--- config.mk ---
export PLATFORM = sky130hd
export DESIGN_NAME = noc_onehot_demux
export DESIGN_NICKNAME = d
export VERILOG_FILES = /design/src/rtl/noc_pkg.sv /design/src/rtl/noc_pipe_reg.sv /design/src/rtl/noc_onehot_demux.sv
export SDC_FILE = /design/constraint.sdc
export NUM_CORES = 1
export LEC_CHECK = 0
export BUFFER_PORTS_ARGS = -buffer_cell sky130_fd_sc_hd__buf_4
export CAP_MARGIN = 20
export CELL_PAD_IN_SITES_DETAIL_PLACEMENT = 1
export CELL_PAD_IN_SITES_GLOBAL_PLACEMENT = 1
export CORE_ASPECT_RATIO = 0.6
export CORE_MARGIN = 8
export CORE_UTILIZATION = 39
export DETAILED_ROUTE_END_ITERATION = 8
export PLACE_DENSITY_LB_ADDON = 0.1
export SYNTH_ARGS = -nofsm -noshare
export SYNTH_HDL_FRONTEND = slang
export SYNTH_SLANG_ARGS = --single-unit
--- constraint.sdc ---
create_clock -name clk -period 3.9 [get_ports clk]
set_input_delay 0 -clock clk [delete_from_list [all_inputs] [get_ports clk]]
set_output_delay 0 -clock clk [all_outputs]
set_load 0.05 [all_outputs]
--- src/rtl/noc_pkg.sv ---
// Shared NoC types and helpers: demux FSM states and the one-hot destination check.
package noc_pkg;

  localparam int unsigned MaxPorts = 16;

  typedef enum logic [1:0] {
    IDLE  = 2'd0,
    ROUTE = 2'd1,
    DROP  = 2'd2
  } noc_demux_state_e;

  // Callers zero-extend narrower destination vectors to MaxPorts bits.
  function automatic logic is_onehot(logic [MaxPorts-1:0] v);
    return (v != '0) && ((v & (v - MaxPorts'(1))) == '0);
  endfunction

endpackage

--- src/rtl/noc_pipe_reg.sv ---
// Single-entry valid/ready register slice carrying a flit plus a one-hot port select.
module noc_pipe_reg #(
  parameter int unsigned N     = 5,
  parameter int unsigned Width = 34
) (
  input  logic             clk,
  input  logic             rst,
  input  logic             in_valid,
  output logic             in_ready,
  input  logic [N-1:0]     in_sel,
  input  logic [Width-1:0] in_flit,
  output logic             out_valid,
  output logic [N-1:0]     out_sel,
  output logic [Width-1:0] out_flit,
  input  logic [N-1:0]     out_ready
);

  logic             valid_q;
  logic [N-1:0]     sel_q;
  logic [Width-1:0] flit_q;
  logic             fire;

  // Only the selected port's ready matters; the others are masked off.
  assign fire     = valid_q & |(out_ready & sel_q);
  assign in_ready = ~valid_q | fire;

  always_ff @(posedge clk) begin
    if (rst) begin
      valid_q <= 1'b0;
      sel_q   <= '0;
      flit_q  <= '0;
    end else if (in_valid && in_ready) begin
      valid_q <= 1'b1;
      sel_q   <= in_sel;
      flit_q  <= in_flit;
    end else if (fire) begin
      valid_q <= 1'b0;
    end
  end

  assign out_valid = valid_q;
  assign out_sel   = sel_q;
  assign out_flit  = flit_q;

endmodule

--- src/rtl/noc_onehot_demux.sv ---
// Flit distributor: steers each packet to the one-hot port named on its head flit, locking
// the route until the tail; malformed packets are swallowed and counted as errors.
module noc_onehot_demux
  import noc_pkg::*;
#(
  parameter int unsigned N           = 5,
  parameter int unsigned DataWidth   = 32,
  parameter int unsigned ErrCntWidth = 16
) (
  input  logic                   clk,
  input  logic                   rst,
  input  logic                   in_valid,
  output logic                   in_ready,
  input  logic [DataWidth-1:0]   in_data,
  input  logic                   in_head,
  input  logic                   in_tail,
  input  logic [N-1:0]           in_dest,
  output logic [N-1:0]           out_valid,
  input  logic [N-1:0]           out_ready,
  output logic [DataWidth-1:0]   out_data,
  output logic                   out_head,
  output logic                   out_tail,
  output logic                   err_pulse,
  output logic [ErrCntWidth-1:0] err_cnt
);

  typedef struct packed {
    logic [DataWidth-1:0] data;
    logic                 head;
    logic                 tail;
  } flit_t;

  localparam int unsigned FlitWidth = $bits(flit_t);

  noc_demux_state_e state;
  logic [N-1:0]     lock_sel;
  logic [N-1:0]     fwd_sel;
  logic             accept;
  logic             dest_ok;
  logic             fwd;
  logic             err;
  flit_t            in_flit;
  flit_t            reg_flit;
  logic             reg_valid;
  logic [N-1:0]     reg_sel;

  assign accept  = in_valid & in_ready;
  assign dest_ok = is_onehot(MaxPorts'(in_dest));
  assign in_flit = '{data: in_data, head: in_head, tail: in_tail};

  always_comb begin
    fwd     = 1'b0;
    err     = 1'b0;
    fwd_sel = lock_sel;
    if (accept) begin
      unique case (state)
        IDLE: begin
          if (in_head && dest_ok) begin
            fwd     = 1'b1;
            fwd_sel = in_dest;
          end else begin
            err = 1'b1;
          end
        end
        ROUTE: begin
          fwd = 1'b1;
          err = in_head;
        end
        DROP:    ;
        default: ;
      endcase
    end
  end

  always_ff @(posedge clk) begin
    if (rst) begin
      state     <= IDLE;
      lock_sel  <= '0;
      err_pulse <= 1'b0;
      err_cnt   <= '0;
    end else begin
      err_pulse <= err;
      if (err && (err_cnt != '1)) err_cnt <= err_cnt + ErrCntWidth'(1);
      if (accept) begin
        unique case (state)
          IDLE: begin
            if (in_head && !in_tail) begin
              if (dest_ok) begin
                state    <= ROUTE;
                lock_sel <= in_dest;
              end else begin
                state <= DROP;
              end
            end
          end
          ROUTE, DROP: begin
            if (in_tail) state <= IDLE;
          end
          default: state <= IDLE;
        endcase
      end
    end
  end

  noc_pipe_reg #(
    .N     (N),
    .Width (FlitWidth)
  ) u_pipe_reg (
    .clk       (clk),
    .rst       (rst),
    .in_valid  (fwd),
    .in_ready  (in_ready),
    .in_sel    (fwd_sel),
    .in_flit   (in_flit),
    .out_valid (reg_valid),
    .out_sel   (reg_sel),
    .out_flit  (reg_flit),
    .out_ready (out_ready)
  );

  assign out_valid = {N{reg_valid}} & reg_sel;
  assign out_data  = reg_flit.data;
  assign out_head  = reg_flit.head;
  assign out_tail  = reg_flit.tail;

endmodule

# Yosys cells after proc, flatten, opt, wreduce, memory -nomap -nowiden
# Cells that the tools add are included.
[classes]
addsub = 2
mul = 0
div_mod_pow = 0
magnitude_cmp = 0
eq_ne = 5
shift = 0
mux = 15
n_bitwise = 7
n_reduce_logical = 14
[op_table]
columns = ["cell", "count"]
rows = [
  ["16-bit by 1-bit adder with 16-bit output, second input constant", 1],
  ["5-bit by 16-bit AND with 16-bit output", 1],
  ["16-bit zero test", 1],
  ["16-bit != test, second input constant", 1],
  ["5-bit 2-to-1 mux", 3],
  ["5-bit AND", 2],
  ["1-bit 2-to-1 mux", 6],
  ["2-bit 2-to-1 mux", 3],
  ["5-bit by 1-bit subtractor with 6-bit output, second input constant", 1],
  ["1-bit logical AND", 5],
  ["5-bit nonzero test", 1],
  ["5-bit OR reduction", 1],
  ["2-bit != test, second input constant", 2],
  ["1-bit case mux with 2 select lines", 2],
  ["2-bit case mux with 2 select lines", 1],
  ["4-bit AND reduction", 1],
  ["3-bit AND reduction", 1],
  ["1-bit AND", 2],
  ["2-bit by 1-bit == test with 1-bit output, second input constant", 1],
  ["2-bit == test, second input constant", 1],
  ["2-bit zero test", 1],
  ["2-bit nonzero test", 1],
  ["2-bit OR reduction", 1],
  ["1-bit zero test", 1],
  ["2 further kinds", 2],
]
[word_totals]
register_bits = 64
latchBits = 0
ramBits = 0
rom_bits = 0
word_cells = 50
memories = 0

# Logic depth before layout (Yosys ltp)
[depth]
word_depth = 10
ltp_mapped = 9

# Modules after synthesis
# From an unflattened synthesis, not the netlist that was laid out.
[hier_totals]
cells_unflattened = 276
area_unflattened_um2 = 2835.2
[by_module_without_submodules]
columns = ["module", "n_inst", "cells_each", "area_each_um2", "seq_area_each_um2"]
rows = [
  ["noc_onehot_demux", 1, 173, 1491.4, 480.5],
  ["noc_pipe_reg", 1, 103, 1343.8, 800.8],
]

# Least setup slack after synthesis
# OpenSTA, ideal clock, no wires.
[synth_timing]
path_kind = "register to register"
start = "reg err_cnt[0]"
end = "reg err_cnt[5]"
arrival_time_ps = 2534
t_required_ps = 3779
path_slack_ps = 1245
stages_incl_launch_ff = 10
period_less_slack_ps = 2655
path_cell_list = "dfxtp_1 ha_1 nand3_2 or2_1 buf_6 or4_4 nand2_4 buf_12 nor4_2 mux2_4"
[synth_via]
elab_chain_len = 2
[synth_rtl]
columns = ["element", "line_no", "rtl"]
rows = [
  ["from (decl)", "noc_onehot_demux.sv:24", "output logic [ErrCntWidth-1:0] err_cnt"],
  ["from (signal assigned)", "noc_onehot_demux.sv:83", "if (err && (err_cnt != '1)) err_cnt <= err_cnt + ErrCntWidth'(1);"],
  ["parallel branches: the longest is 2 deep, another holds 16-bit by 1-bit adder with 16-bit output", "-", ""],
]
# Several ways; the timed one is not identified.
# A chain may end at the register's enable or synchronous reset.

# Worst setup path after layout
[layout_timing]
start = "reg u_pipe_reg.sel_q[2] (netlist: u_pipe_reg.out_sel[2])"
end = "reg u_pipe_reg.flit_q[25] (netlist: u_pipe_reg.out_flit[25])"
[layout_via]
elab_chain_len = 7
[layout_rtl]
columns = ["element", "line_no", "rtl"]
rows = [
  ["from (decl)", "noc_pipe_reg.sv:19", "logic [N-1:0] sel_q;"],
  ["from (signal assigned)", "noc_pipe_reg.sv:34", "sel_q <= in_sel;"],
  ["5-bit AND *", "noc_pipe_reg.sv:24", "assign fire = valid_q & |(out_ready & sel_q);"],
  ["5-bit OR reduction *", "noc_pipe_reg.sv:24", ""],
  ["1-bit AND *", "noc_pipe_reg.sv:24", ""],
  ["1-bit OR *", "noc_pipe_reg.sv:25", "assign in_ready = ~valid_q | fire;"],
  ["1-bit AND", "noc_onehot_demux.sv:47", "assign accept = in_valid & in_ready;"],
  ["1-bit 2-to-1 mux", "noc_onehot_demux.sv:55", "if (accept) begin"],
  ["1-bit logical AND *", "noc_pipe_reg.sv:32", "end else if (in_valid && in_ready) begin"],
  ["to (signal assigned)", "noc_pipe_reg.sv:35", "flit_q <= in_flit;"],
  ["to (decl)", "noc_pipe_reg.sv:20", "logic [Width-1:0] flit_q;"],
]
# Mark *: on every way between the ends. The rest lies on a longest branch, timed or not.

==> results.tsv <==
metric	value	unit
crit-path max FO	34	
Setup Fix Bufs, Post-CTS	0	
Post-DP HPWL	6.76	mm
std cell rows	24	
TritonCTS buffer count	9	
die area	10800	sq um
worst skew pair latency	330	ps
Final Instance Count excl. Fillers	578	
CP Capture Type	register	
Clock Skews	4.07	ps
outcome	finished, final reports clean	
Final period util	67.7	%
clock transition at the registers of the reported paths	50	ps
hold-critical path depth	3	
antenna violations before repair	1	
# setup viols final	0	
IO Port Bufs	103	
f_max	379	MHz
GRT Util Overall	19.6	%
Ys Warns	0	
R2R Path End	u_pipe_reg.out_flit[25]	
Worst Max-Slew Pin Slew	928	ps
Post-synth top cells	nand2_1 (72), dfxtp_1 (64), mux2i_1 (46)	
Synth top area share	43.0	%
Worst Path Required	4140	ps
DRC Markers	0	
Area Growth Syn to Fin	49.6	%
Setup WS pre-CTS	1320	ps
global route overflow	0	
Buffers & Inverters on Critical Path	1	
H-tree depth	3	
Synth async-reset ratio	0	%
worst reg2reg setup slack	1260	ps
crit path cell chain	a22oi_1 > a41oi_1 > and2_1 > a31oi_4 > buf_4 > mux2i_1	
CTS tree	done	
finished layout cell area	4460	sq um
Placer Congestion	0.766	
r2r worst-path depth	6	
post-synthesis sequential area ratio	43.0	%
total number of vias	2959	
static leakage	2.07	nW
predominant post-synthesis flop cell	dfxtp_1	
Vias/cell	5.12	
first-pass GRT wire length	16.8	mm
hold endpoint	err_pulse	
clk buf depth	2	
Die H	83.7	um
pwr dens	374	nW/um^2
Mean Syn Cell Area	8.87	sq um
crit path kind	reg2reg	
IO Pins	104	
RSZ-0062 raised after global routing	false	
worst setup margin	1260	ps
vias in the first global route	3160	
DRT Wirelength	10.3	mm
DRT antenna net count	0	
Max VDD drop	0.223	mV
syn nets	386	
CTS resizes	0	
HP Class	in2reg	
max-capacitance violation count	0	
Initial Util	40.7	%
Clk Tree Root Cell	clkbuf_16	
nets@finish	520	
CP delay by family, top	compound AO/OA/AOI/OAI gates	
Avg WL per Cell	17.8	um
layout cells sized above 1	27.3	%
HP Start	in_valid	
Final Slew Violations	0	
synthesized cell area	2980	sq um
DRT Pass-1 Iters	4	
largest area contributor in the netlist	dfxtp_1	
Crit-path slowest cell	and2_1	
largest net degree at the start of global routing	67	
Worst setup SP type	register	
Max-slew headroom	38.1	%
reg2reg start	u_pipe_reg.out_sel[2]	
Post-synth EDFFs	0	
Synth Instances	336	
post-synthesis register bit count	64	
distinct cell type count after synthesis	46	
Max stage delay on crit path	500	ps
Placed Instance Area	3790	sq um
CP Data Arrival Time	2880	ps
Clock Sink Count	64	
placed cell count	523	
minimum clock period	2640	ps
die width	129	um
top-count cell post-synth	nand2_1	
initial DRC count	178	
final hold vios	0	
top post-synthesis cells by area	dfxtp_1 (43%), mux2i_1 (15%), nand2_1 (9.1%)	
setup TNS	0	ps
Filler Cell Count	857	
hold buffers post-CTS	39	
core box area	7330	sq um
## final cells by class
| cell class | instances | area (sq um) | share of cell area (%) |
|---|---|---|---|
| sequential | 64 | 1280 | 28.7 |
| inverter | 10 | 37.5 | 0.842 |
| antenna | 1 | 2.50 | 0.0561 |
| timing repair buffer | 145 | 1180 | 26.6 |
| tap | 104 | 130 | 2.92 |
| multi-input combinational | 240 | 1550 | 34.7 |
| clock buffer | 14 | 274 | 6.15 |
## cells by family after synthesis
group / share of synthesized area [%]
compound gates: 9.28
xor+xnor: 0.294
fa+ha+maj: 1.26
buf+inv: 5.54
flops: 43.0
mux: 17.2
simple gates: 23.4
## report_power, final
group          internal, mW  switching, mW  leakage [nW]  total [mW]
Sequential            0.671         0.0114         0.517       0.682
Clock                 0.475          0.272         0.135       0.747
Combinational         0.103          0.137          1.42       0.240
## state kept, by name, summed over array words and instances, names as in the netlist
register and cells:
u_pipe_reg.out_flit 34, err_cnt 16, err_pulse 1, u_pipe_reg.out_valid 1
lock_sel 5, state 2, u_pipe_reg.out_sel 5
## cell usage in the layout, fill, tap and decap left out, drive strengths merged, types with 2 or more instances in the layout
master,synthesis,layout
buf,9,106
nand2,73,73
dfxtp,64,64
mux2i,46,46
dlygate4sd3,0,39
nor2,23,23
a21oi,15,15
clkbuf,13,14
inv,10,9
o31ai,8,8
or4,8,8
nand4,7,7
and2,6,6
nand3,6,6
a211oi,5,5
nor3,4,4
o21ai,4,4
nor4,4,4
mux2,4,4
or3,3,3
nor2b,3,3
ha,3,3
a22oi,2,2
nor4b,2,2
a41oi,2,2
## per-layer routing
layer	part of all wire (%)	routed length, um	vias up	global-route usage [%]
met2	50	5120	74	33.3
met1	43	4390	1428	22.3
met5	0	0	-	0
met3	6.3	646	15	7.21
met4	1.5	155	0	6.47
li1	-	-	1442	-
## how the worst max path moves through the flow
stage | cells after the start | endpoint | startpoint
global route | 6 | u_pipe_reg.out_flit[31] | u_pipe_reg.out_sel[2]
detailed placement | 6 | u_pipe_reg.out_flit[3] | u_pipe_reg.out_sel[2]
global placement | 6 | u_pipe_reg.out_flit[32] | u_pipe_reg.out_sel[2]
floorplan | 9 | err_cnt[5] | err_cnt[0]
CTS | 6 | u_pipe_reg.out_flit[3] | u_pipe_reg.out_sel[2]
finish | 6 | u_pipe_reg.out_flit[25] | u_pipe_reg.out_sel[2]
## tightest hold or removal path, stage by stage
cell,delay [ps]
buf_4,120
nand2_1,120
nor3_1,60
## stage by stage
step | hold slack (ps) | util (%) | total power [mW]
6_report | 35.0 | 60.8 | 1.67
5_1_grt | 42.9 | 60.8 | 1.74
4_1_cts | 23.8 | 60.7 | 1.68
3_5_place_dp | 263 | 51.7 | 0.899
3_3_place_gp | 251 | 51.7 | 0.894
2_1_floorplan | 139 | - | 0.821
Power figures use the tool's default switching activity.
